--- config.mk ---
export PLATFORM = sky130hd
export DESIGN_NAME = reqresp_wb_bridge
export DESIGN_NICKNAME = d
export VERILOG_FILES = /design/src/rtl/reqresp_wb_bridge.sv
export SDC_FILE = /design/constraint.sdc
export NUM_CORES = 1
export LEC_CHECK = 0
export CELL_PAD_IN_SITES_DETAIL_PLACEMENT = 1
export CELL_PAD_IN_SITES_GLOBAL_PLACEMENT = 2
export CORE_MARGIN = 3
export CORE_UTILIZATION = 23
export CTS_CLUSTER_SIZE = 12
export DETAILED_ROUTE_END_ITERATION = 6
export GPL_TIMING_DRIVEN = 0
export PLACE_DENSITY_LB_ADDON = 0.3
export SLEW_MARGIN = 20
export SYNTH_ARGS = -nofsm -noshare
export SYNTH_HDL_FRONTEND = slang
export SYNTH_SLANG_ARGS = --single-unit
export TNS_END_PERCENT = 1
--- constraint.sdc ---
create_clock -name clk_core -period 3.3 [get_ports clk_core]
set_input_delay 0.66 -clock clk_core [delete_from_list [all_inputs] [get_ports clk_core]]
set_output_delay 0.66 -clock clk_core [all_outputs]
set_load 0.01 [all_outputs]
--- src/rtl/reqresp_wb_bridge.sv ---
// reqresp_wb_bridge: core request/response port to classic single-transfer Wishbone master.
// Define BRIDGE_TIMEOUT_EN to force-terminate transfers that get no core_ack within TIMEOUT_CYCLES.
module reqresp_wb_bridge #(
  parameter int ADDR_WIDTH     = 32,
  parameter int DATA_WIDTH     = 32,
  parameter int TIMEOUT_CYCLES = 1023
) (
  input  logic                    clk_core,
  input  logic                    rst_core,
  input  logic                    read_request,
  input  logic                    write_request,
  input  logic [ADDR_WIDTH-1:0]   rw_address,
  input  logic [DATA_WIDTH-1:0]   write_data,
  input  logic [DATA_WIDTH/8-1:0] write_strobe,
  output logic [DATA_WIDTH-1:0]   read_data,
  output logic                    read_response,
  output logic                    write_response,
  output logic                    core_cyc,
  output logic                    core_stb,
  output logic                    core_we,
  output logic [DATA_WIDTH/8-1:0] core_sel,
  output logic [ADDR_WIDTH-1:0]   core_addr,
  output logic [DATA_WIDTH-1:0]   core_data_out,
  input  logic [DATA_WIDTH-1:0]   core_data_in,
  input  logic                    core_ack,
  output logic                    bus_error
);
  localparam int SW = DATA_WIDTH / 8;
  typedef enum logic [1:0] {IDLE, BUS, RESP} state_t;
  state_t state_q, state_d;
  logic we_q, we_d;
  logic [SW-1:0] sel_q, sel_d;
  logic [ADDR_WIDTH-1:0] addr_q, addr_d;
  logic [DATA_WIDTH-1:0] wdata_q, wdata_d, rdata_q, rdata_d;
  logic timeout;
  if (DATA_WIDTH % 8 != 0 || TIMEOUT_CYCLES < 1) begin : g_bad_params
    $error("reqresp_wb_bridge: DATA_WIDTH must be a multiple of 8 and TIMEOUT_CYCLES >= 1");
  end
`ifdef BRIDGE_TIMEOUT_EN
  localparam int CW = $clog2(TIMEOUT_CYCLES + 1);
  logic [CW-1:0] cnt_q, cnt_d;
  logic err_q;
  // A coincident ack wins over the timeout.
  assign timeout = (state_q == BUS) && !core_ack && (cnt_q == CW'(TIMEOUT_CYCLES - 1));
  assign cnt_d = (state_q == BUS) ? cnt_q + 1'b1 : '0;
  always_ff @(posedge clk_core or posedge rst_core) begin
    if (rst_core) begin
      cnt_q <= '0;
      err_q <= 1'b0;
    end else begin
      cnt_q <= cnt_d;
      err_q <= timeout;
    end
  end
  assign bus_error = err_q;
`else
  assign timeout = 1'b0;
  assign bus_error = 1'b0;
`endif
  always_comb begin
    state_d = state_q;
    we_d    = we_q;
    sel_d   = sel_q;
    addr_d  = addr_q;
    wdata_d = wdata_q;
    rdata_d = rdata_q;
    case (state_q)
      IDLE: begin
        if (write_request) begin
          state_d = BUS;
          we_d    = 1'b1;
          sel_d   = write_strobe;
          addr_d  = rw_address;
          wdata_d = write_data;
        end else if (read_request) begin
          state_d = BUS;
          we_d    = 1'b0;
          sel_d   = '1;
          addr_d  = rw_address;
        end
      end
      BUS: begin
        if (core_ack) begin
          state_d = RESP;
          rdata_d = we_q ? rdata_q : core_data_in;
        end else if (timeout) begin
          state_d = RESP;
          rdata_d = we_q ? rdata_q : '1;
        end
      end
      default: state_d = IDLE;
    endcase
  end
  always_ff @(posedge clk_core or posedge rst_core) begin
    if (rst_core) begin
      state_q <= IDLE;
      we_q    <= 1'b0;
      sel_q   <= '0;
      addr_q  <= '0;
      wdata_q <= '0;
      rdata_q <= '0;
    end else begin
      state_q <= state_d;
      we_q    <= we_d;
      sel_q   <= sel_d;
      addr_q  <= addr_d;
      wdata_q <= wdata_d;
      rdata_q <= rdata_d;
    end
  end
  assign core_cyc       = state_q == BUS;
  assign core_stb       = core_cyc;
  assign core_we        = we_q;
  assign core_sel       = sel_q;
  assign core_addr      = addr_q;
  assign core_data_out  = wdata_q;
  assign read_data      = rdata_q;
  assign read_response  = (state_q == RESP) && !we_q;
  assign write_response = (state_q == RESP) && we_q;
endmodule

==> metrics.txt <==
setup tns final=0 ns; sw frac=28.5%; Nets=560; Core ar.=0.0174 mm2; Clock Power Share=about 18%; Setup WS post-layout=between 0.9 and 1 ns; Clock Tree Root=clkbuf_16; global route overflow=0; antenna violations before repair=0; non-filler cells, final=a little under 700; Remaining DRCs=0; Mapped Area=between 0.004 and 0.005 mm2; Startpoint Class=flip-flop; final period utilization=a little over two thirds; CTS tree=done; Die H=139 um; Clk Latency, worst-skew pair=between 0.3 and 0.4 ns; setup violators final=0; RSZ-0062 raised after global routing=false; first-pass GRT wire length=approximately 18000 um; Compound-Gate Fraction of Synth Area=~1.4%; Tmin final=2.32 ns; Setup CP Type=reg2out; Ys Warns=0; DIE AREA=about 0.019 mm2; Hold Path Class=reg2reg; pin count of the biggest net entering global routing=34; Sw Pwr=1.78 mW; CP max FO=6; internal cell power=approximately 4.5 mW; Synth Net Count=337; antenna diode count=0; cell count after synthesis=232; Netlist cell types=21; path depth of the worst reg2reg path=5; status=finished, final reports clean; Global Route Usage Sum=between 10% and 20%; I/O Pins=211; Logic pwr share=46.0%; Worst EP required=~2.6 ns; Slew Limit Fails=0; CTS Buf Count=9; Worst-Margin Slew=0.663 ns; Placed Cells=around 670; most frequent cells in the layout=clkdlybuf4s50_1 (209), dfrtp_1 (103), mux2_2 (60); sequential area share after synthesis=a little over three fifths; Setup crit start=state_q[1]$_DFFE_PP0P_; Slew headroom=a little under three fifths; register share of total power=between 30% and 40%; Pleak=between 2 and 3 nW; TritonRoute pass-1 iters=4; total number of vias=~2800; count of hold buffers inserted by post-cts repair=0; Max Cap Viol=0; area share of xor/xnor cells in the synthesized design=0%; P&R area growth vs syn=67.2%; Via density=around 4.1; Synth Area in Adders=0%; clk_skew=approximately 0.0088 ns; nature of the critical path endpoint=primary output; CTS clk-pin slew, worst paths=approximately 0.070 ns; Total Power=6.26 mW; post-synthesis simple-gate area fraction=between 1.5 and 2%; H-tree Lvls=3; vias in the first global route=around 3100; Placer Congestion=between 0.7 and 0.8; share of cells above drive strength 1=roughly 28%; DP HPWL=8770 um; VDD IR max=roughly 0.00034 V; Place WS=~1.1 ns; synthesized area per cell=between 15 and 20 um2; # Post-CTS Setup Buffers=0; row cnt=between 40 and 50; Die W=~140 um; Final Hold Viols=0; PortBufs=between 200 and 250; setup slack, reg-to-reg=around 1.6 ns; Post-Route WL=around 11000 um; DR iter-0 viols=53; Wirelength per Cell=16.8 um; main combinational cell family by area after synthesis=multiplexers; Worst R2R End=core_addr[24]$_DFFE_PP0P_; critical path endpoint=core_stb; Bufs on Longest Clock Path=2; Critical R2R Launch=state_q[0]$_DFFE_PP0P_; Initial Utilization=between 20% and 30%; final core occ=39.4%; clock tree sinks=around 100; max frequency=between 0.4 and 0.5 GHz; Post-CTS Resized=0; Routed Antenna Nets=0; Worst EP arrival=1.66 ns; commonest non-fill, non-tap cell in the layout=clkdlybuf4s50_1; Pwr Density=between 900 and 1000 mW/mm2; Seq cells post-synth=103; multiplexer area fraction after synthesis=slightly below 30%
state kept, by name, summed over array words and instances (netlist names):
| register | flops |
|---|---|
| read_data | 32 |
| core_sel | 4 |
| core_we | 1 |
| state_q | 2 |
| core_addr | 32 |
| core_data_out | 32 |
metrics by stage:
step / area (um2) / hold slack (ns)
global route: 6840 / 0.515
floorplan: 4100 / 0.462
global placement: 6470 / 0.473
finish: 6840 / 0.494
detailed placement: 6530 / 0.481
CTS: 6840 / 0.498
logic make-up (layout without fill, tap and decap cells):
kind of cell | Yosys count | count (layout)
other | 1 | 1
muxes | 96 | 96
buffers and inverters | 15 | 242
and+or+nand+nor | 10 | 10
AOI/OAI and AO/OA | 7 | 7
DFF | 103 | 103
worst max-delay path, cell delays in order (launching register included):
cell and delay, ns:
dfrtp_1 0.42, and2b_2 0.27, buf_4 0.11, clkdlybuf4s50_1 0.52
power by group through the flow:
| stage | sequential, mW | clock, mW | combinational, mW |
|---|---|---|---|
| global placement | 2.22 | 0 | 2.88 |
| finish | 2.23 | 1.15 | 2.88 |
| floorplan | 2.52 | 0 | 0.973 |
| CTS | 2.25 | 1.20 | 2.94 |
| global route | 2.33 | 1.25 | 3.04 |
| detailed placement | 2.26 | 0 | 2.92 |
area by class of cell:
type,instances,area [um2]
sequential,103,2580
fill,1758,10500
clock buffer,12,246
multi-input combinational,114,1350
clock inverter,3,67.6
buffer,14,161
tap,225,282
inverter,1,7.51
timing repair buffer,212,2150
metal layers:
layer  GRT usage, %  wire (um)  part of all wire (%)
met5              0          0                     0
met4           4.12        193                   1.7
met3           5.26       1100                   9.5
met2           19.2       5540                    48
met1           14.1       4660                    41
Yosys cell counts:
library cell / instances / area share (%)
conb_1: 1 / 0.092
o22a_1: 4 / 0.86
buf_4: 6 / 1.1
mux2_4: 36 / 13
mux2_2: 60 / 17
buf_12: 3 / 1.5
inv_1: 1 / 0.092
nor2b_4: 1 / 0.34
dfrtp_1: 103 / 63
and3b_1: 1 / 0.21
nor3_1: 1 / 0.12
nor2_1: 1 / 0.092
o21a_1: 1 / 0.18
buf_6: 5 / 1.4
nand2_1: 2 / 0.18
and2b_2: 1 / 0.21
a211oi_1: 1 / 0.18
nor3b_1: 1 / 0.18
a21o_1: 1 / 0.18
and3b_2: 1 / 0.24
and2_1: 1 / 0.15
how the worst min path moves through the flow:
| stage | from | slack [ns] | to | depth (start not counted) |
|---|---|---|---|---|
| global route | core_addr[15]$_DFFE_PP0P_ | 0.52 | core_addr[15]$_DFFE_PP0P_ | 1 |
| floorplan | state_q[1]$_DFFE_PP0P_ | 0.46 | state_q[0]$_DFFE_PP0P_ | 1 |
| CTS | core_sel[0]$_DFFE_PP0P_ | 0.50 | core_sel[0]$_DFFE_PP0P_ | 1 |
| detailed placement | core_sel[0]$_DFFE_PP0P_ | 0.48 | core_sel[0]$_DFFE_PP0P_ | 1 |
| finish | core_sel[0]$_DFFE_PP0P_ | 0.49 | core_sel[0]$_DFFE_PP0P_ | 1 |
| global placement | core_sel[2]$_DFFE_PP0P_ | 0.47 | core_sel[2]$_DFFE_PP0P_ | 1 |
Power figures use the tool's default switching activity.
